## src/rtl/bram_c_readback.sv

```systemverilog
// Streams result rows of matrix C out of the single-port output BRAM onto a valid/ready stream.
// Optional clear-on-read (zero each row after reading it) is enabled by defining READBACK_CLEAR_EN.
module bram_c_readback #(
    parameter int AWIDTH      = 10,
    parameter int DWIDTH      = 8,
    parameter int ROW_ELEMS   = 4,
    parameter int ADDR_STRIDE = 4,
    parameter int MASK_WIDTH  = 4
) (
    input  logic                          clk,
    input  logic                          reset,
    input  logic                          start,
    input  logic [AWIDTH-1:0]             base_addr,
    input  logic [7:0]                    num_rows,
    output logic                          busy,
    output logic                          done,
    output logic [AWIDTH-1:0]             bram_addr,
    output logic                          bram_en,
    input  logic [ROW_ELEMS*DWIDTH-1:0]   bram_rdata,
    output logic [MASK_WIDTH-1:0]         bram_we,
    output logic [ROW_ELEMS*DWIDTH-1:0]   bram_wdata,
    output logic [ROW_ELEMS*DWIDTH-1:0]   out_data,
    output logic                          out_valid,
    input  logic                          out_ready,
    output logic                          out_last
);

    localparam int RW = ROW_ELEMS * DWIDTH;

    typedef enum logic [1:0] {
        S_IDLE,
        S_READ,
        S_DRAIN,
        S_FINISH
    } state_t;

    state_t            r_state;
    logic [AWIDTH-1:0] r_addr;
    logic [7:0]        r_num_rows;
    logic [7:0]        r_issued;
    logic [7:0]        r_beats;
    logic              r_rd_pend;
    logic [1:0]        r_count;
    logic              r_wptr;
    logic              r_rptr;
    logic [RW-1:0]     r_buf [2];

    logic              w_pop;
    logic              w_push;
    logic [2:0]        w_pending;
    logic              w_issue;
    logic              w_last_read;

`ifdef READBACK_CLEAR_EN
    logic              r_clr_pend;
    logic [AWIDTH-1:0] r_clr_addr;
`endif

    assign w_pop  = out_valid && out_ready;
    assign w_push = r_rd_pend;

    // Occupancy after this edge: counting the beat leaving this cycle lets
    // a new read issue every cycle while the buffer can never exceed two rows.
    assign w_pending = 3'(r_count) + 3'(r_rd_pend) - 3'(w_pop);

`ifdef READBACK_CLEAR_EN
    assign w_issue    = (r_state == S_READ) && (w_pending < 3'd2) && !r_clr_pend;
    assign bram_en    = w_issue || r_clr_pend;
    assign bram_addr  = r_clr_pend ? r_clr_addr : r_addr;
    assign bram_we    = r_clr_pend ? {MASK_WIDTH{1'b1}} : {MASK_WIDTH{1'b0}};
`else
    assign w_issue    = (r_state == S_READ) && (w_pending < 3'd2);
    assign bram_en    = w_issue;
    assign bram_addr  = r_addr;
    assign bram_we    = {MASK_WIDTH{1'b0}};
`endif

    assign bram_wdata  = {RW{1'b0}};
    assign w_last_read = (r_issued == r_num_rows - 8'd1);

    assign busy      = (r_state == S_READ) || (r_state == S_DRAIN);
    assign done      = (r_state == S_FINISH);
    assign out_valid = (r_count != 2'd0);
    assign out_data  = r_buf[r_rptr];
    assign out_last  = out_valid && (r_beats == r_num_rows - 8'd1);

    // NOTE: state uses non-blocking assignments so every update in this block sees pre-edge values.
    always_ff @(posedge clk or negedge reset) begin
        if (!reset) begin
            r_state    <= S_IDLE;
            r_addr     <= '0;
            r_num_rows <= '0;
            r_issued   <= '0;
            r_beats    <= '0;
            r_rd_pend  <= 1'b0;
            r_count    <= '0;
            r_wptr     <= 1'b0;
            r_rptr     <= 1'b0;
            // NOTE: the buffer words are reset so out_data reads 0 out of reset rather than X.
            r_buf[0]   <= '0;
            r_buf[1]   <= '0;
`ifdef READBACK_CLEAR_EN
            r_clr_pend <= 1'b0;
            r_clr_addr <= '0;
`endif
        end else begin
            if (w_push) begin
                r_buf[r_wptr] <= bram_rdata;
                r_wptr        <= ~r_wptr;
            end
            if (w_pop) begin
                r_rptr  <= ~r_rptr;
                r_beats <= r_beats + 8'd1;
            end
            r_count   <= r_count + {1'b0, w_push} - {1'b0, w_pop};
            r_rd_pend <= w_issue;
`ifdef READBACK_CLEAR_EN
            r_clr_pend <= w_issue;
            if (w_issue) r_clr_addr <= r_addr;
`endif
            if (w_issue) begin
                r_addr   <= r_addr + AWIDTH'(ADDR_STRIDE);
                r_issued <= r_issued + 8'd1;
            end

            case (r_state)
                S_IDLE: begin
                    if (start) begin
                        if (num_rows != 8'd0) begin
                            r_state    <= S_READ;
                            r_addr     <= base_addr;
                            r_num_rows <= num_rows;
                            r_issued   <= '0;
                            r_beats    <= '0;
                        end else begin
                            r_state <= S_FINISH;
                        end
                    end
                end
                S_READ: begin
                    if (w_issue && w_last_read) r_state <= S_DRAIN;
                end
                S_DRAIN: begin
                    if (w_pop && out_last) r_state <= S_FINISH;
                end
                S_FINISH: begin
                    r_state <= S_IDLE;
                end
                default: begin
                    r_state <= S_IDLE;
                end
            endcase
        end
    end

endmodule

```

## config.mk

```make
export PLATFORM = sky130hd
export DESIGN_NAME = bram_c_readback
export DESIGN_NICKNAME = d
export VERILOG_FILES = /design/src/rtl/bram_c_readback.sv
export SDC_FILE = /design/constraint.sdc
export NUM_CORES = 1
export LEC_CHECK = 0
export ABC_AREA = 0
export CAP_MARGIN = 20
export CORE_MARGIN = 4
export CORE_UTILIZATION = 50
export DETAILED_ROUTE_END_ITERATION = 7
export HOLD_SLACK_MARGIN = 0.08
export PLACE_DENSITY = 0.8
export SETUP_SLACK_MARGIN = 0.2
export SLEW_MARGIN = 5
export SYNTH_ARGS = -nofsm -noshare
export SYNTH_HDL_FRONTEND = slang
export SYNTH_SLANG_ARGS = --single-unit
export TNS_END_PERCENT = 30
```

## constraint.sdc

```tcl
create_clock -name clk -period 4.6 [get_ports clk]
set_input_delay 1.15 -clock clk [delete_from_list [all_inputs] [get_ports clk]]
set_output_delay 1.15 -clock clk [all_outputs]
set_load 0.02 [all_outputs]
```

==> results.toml <==
[hold_path]
hold_class = "reg -> reg"
hold_depth = 1
min_from = "r_buf[5]"
holdPathEnd = "r_buf[5]"

[cts]
cts.sinks = 105
cts_buffers = 9
hold_buffers = 0
postCtsSetupBuffers = 0
htree_levels = 3
cts-root-buf = "clkbuf_8"
worst_skew_pair.late_latency_ps = 380
cts_buffer_depth = 2
path_clk_slew_ps = 110
cts_tree = "built"

[sta]
fin_ws_ps = 329.1
rsz0062_at_grt = "yes"
slew_violations = 0
setup_tns_ps = 0
finalClockSkew_ps = 18.97
fmax_mhz = 234.1
setup_viol = 0
fin_crit_ps = 4271
finalHoldViolations = 0
worst_pin_slew_ps = 962.0
fin_crit_sh = 0.9285
slew_headroom = 0.3573

[grt]
grt_max_degree = 86
grtUsageTotal = 0.1734
antenna_found_initial = 0
grt_pass1_vias = 3823
grt_pass1_wl_mm = 18.20
overflow = 0

[worst_setup_path]
r2r_slack_ps = 1140
crit_cells = 11
cp_cell_sequence = "clkdlybuf4s50_1 -> nand2_1 -> inv_2 -> ha_1 -> inv_1 -> ha_1 -> inv_1 -> fa_1 -> xor2_1 -> nor2_2 -> buf_6"
critPathBufInv = 5
slowest_delay_ps = 490
required_ps = 3450
cp_top_family = "buffers and inverters"
worst-setup-path-type = "in -> out"
slowest_stage = "clkdlybuf4s50_1"
r2r_cells = 15
rr_startpoint = "r_count[1]"
arrival_ps = 3120
crit_path_start_kind = "primary input"
reg2reg_to = "r_state[1]"
end_kind = "primary output"
critPathMaxFanout = 2

[drt]
drc = 0
wl_met3_um = 927
ant_nets = 0
dr.first_iter.drc_count = 115
wl_per_cell_um = 15.47
num_vias = 3541
routed-wl-met2_mm = 4.932
dr.pass1.iters = 4
detail_route.vias_per_cell = 5.117
wirelength_mm = 10.71
wl_met1_mm = 4.748
top_layer = "met4"

[synth]
synth_enable_flop_cells = 0
postSynth.asyncResetShare = 1.000
ys_seq_area_frac = 0.4854
synth.top_cell.area_share = 0.4854
ys_warn_count = 0
ys.flop_type = "dfrtp_1"
synth_common_cells = "dfrtp_1 (105), mux2_2 (105), buf_4 (36), xor2_1 (28), nand2_1 (22)"
syn_area_um2 = 5413
ys_types = 48
syn_inst = 453
synth-seq-cells = 105
yosys-top-cells-area = "dfrtp_1 (49%), mux2_2 (22%), buf_4 (5.0%)"
yosysTopAreaCell = "dfrtp_1"
syn_area_per_cell_um2 = 11.95

[cells_and_area]
area_delta_synth_final_pct = 23.30
fin_nets = 616
design_area_um2 = 6674
finish.utilization = 0.6407
drive_gt1_frac = 0.2608
num_antenna_cells = 0

[floorplan]
fp.dieArea_um2 = 12550
die_w_um = 112.0
pin_count = 137
core_area_um2 = 10420
dieHeight_um = 112.0
rows = 37
initial_utilization = 0.5196

[placed_design]
gp_congestion = 0.8049
placed_area_um2 = 6431
io_buffers = 100
pre_cts_slack_ps = -218.9
dp_hpwl_mm = 7.743

[run]
drv_cap = 0

[pwr]
leakagePower_nw = 2.872
finalPower_mw = 4.659
ir_worst_vdd_mv = 0.4363
p_per_area_nw_per_um2 = 698.1

[outcome]
outcome = "complete, no violations"
per-layer routing:
metal,track usage,vias up
met2,0.2778,123
met3,0.06954,11
met4,0.03285,0
met5,0,-
li1,-,1681
met1,0.2265,1726
worst max-delay path by stage:
stage                             start        to  slack [ps]
final                         out_ready   bram_en         330
after global routing      r_num_rows[0]  out_last         170
after CTS                     out_ready   bram_en         210
after detailed placement      out_ready   bram_en        -220
after global placement        out_ready   bram_en        -210
after floorplan               out_ready   bram_en         340
cell families after synthesis:
kind of cell             synth area share
other                           0.0006928
AO/OA/AOI/OAI                     0.03861
AND/OR/NAND/NOR                   0.07883
multiplexers                       0.2221
adder cells (fa/ha/maj)           0.02681
flip-flops                         0.4854
XOR/XNOR                          0.07120
buffers and inverters             0.07628
stage by stage:
stage                     cells  hold slack (ps)
after floorplan             488            463.3
after global placement      675            480.7
after detailed placement    675            489.7
after CTS                   691            517.5
after global routing        692            534.0
final                       692            515.9
what timing repair did:
item	in CTS	in global routing
setup endpoints to repair	1	2
pin swaps	0	1
resized for setup	4	4
report_power, final:
group	total, mW	leakage [nW]	internal [mW]	switching (mW)
registers	1.64	1.28	1.33	0.309
logic	2.43	1.49	1.30	1.14
clock network	0.582	0.103	0.223	0.359
cells in the final DEF, fill, tap and decap left out, types with 12 or more instances in the layout:
cell,netlist,routed
xor2_1,28,28
dfrtp_1,105,105
clkdlybuf4s50_1,0,98
nand2_1,22,22
o21ai_0,12,12
mux2_2,105,105
conb_1,1,36
xnor2_1,16,16
nor2_1,20,19
cell type report:
type                            instances  area [um^2]
Tap cell                              136        170.2
Multi-Input combinational cell        312         2517
Sequential cell                       105         2628
Fill cell                             845         3742
Clock inverter                          7        87.58
Inverter                               12        45.04
Timing Repair Buffer                  111         1102
Clock buffer                            9        123.9
worst register-to-register path: cells and delay by family (launching register included):
family | cells | cell delay, ps
multiplexers | 1 | 160
XOR/XNOR | 1 | 190
flip-flops | 1 | 440
AND/OR/NAND/NOR | 4 | 740
buffers and inverters | 4 | 360
AO/OA/AOI/OAI | 2 | 680
adder cells (fa/ha/maj) | 3 | 770
flip-flops by register name (all words and copies together), names as in the netlist:
register / flops
bram_addr: 10
r_beats: 8
r_buf: 64
r_count: 2
r_issued: 8
r_num_rows: 8
r_rd_pend: 1
r_rptr: 1
r_state: 2
r_wptr: 1
Note: power is estimated with default switching activity, not from simulation.
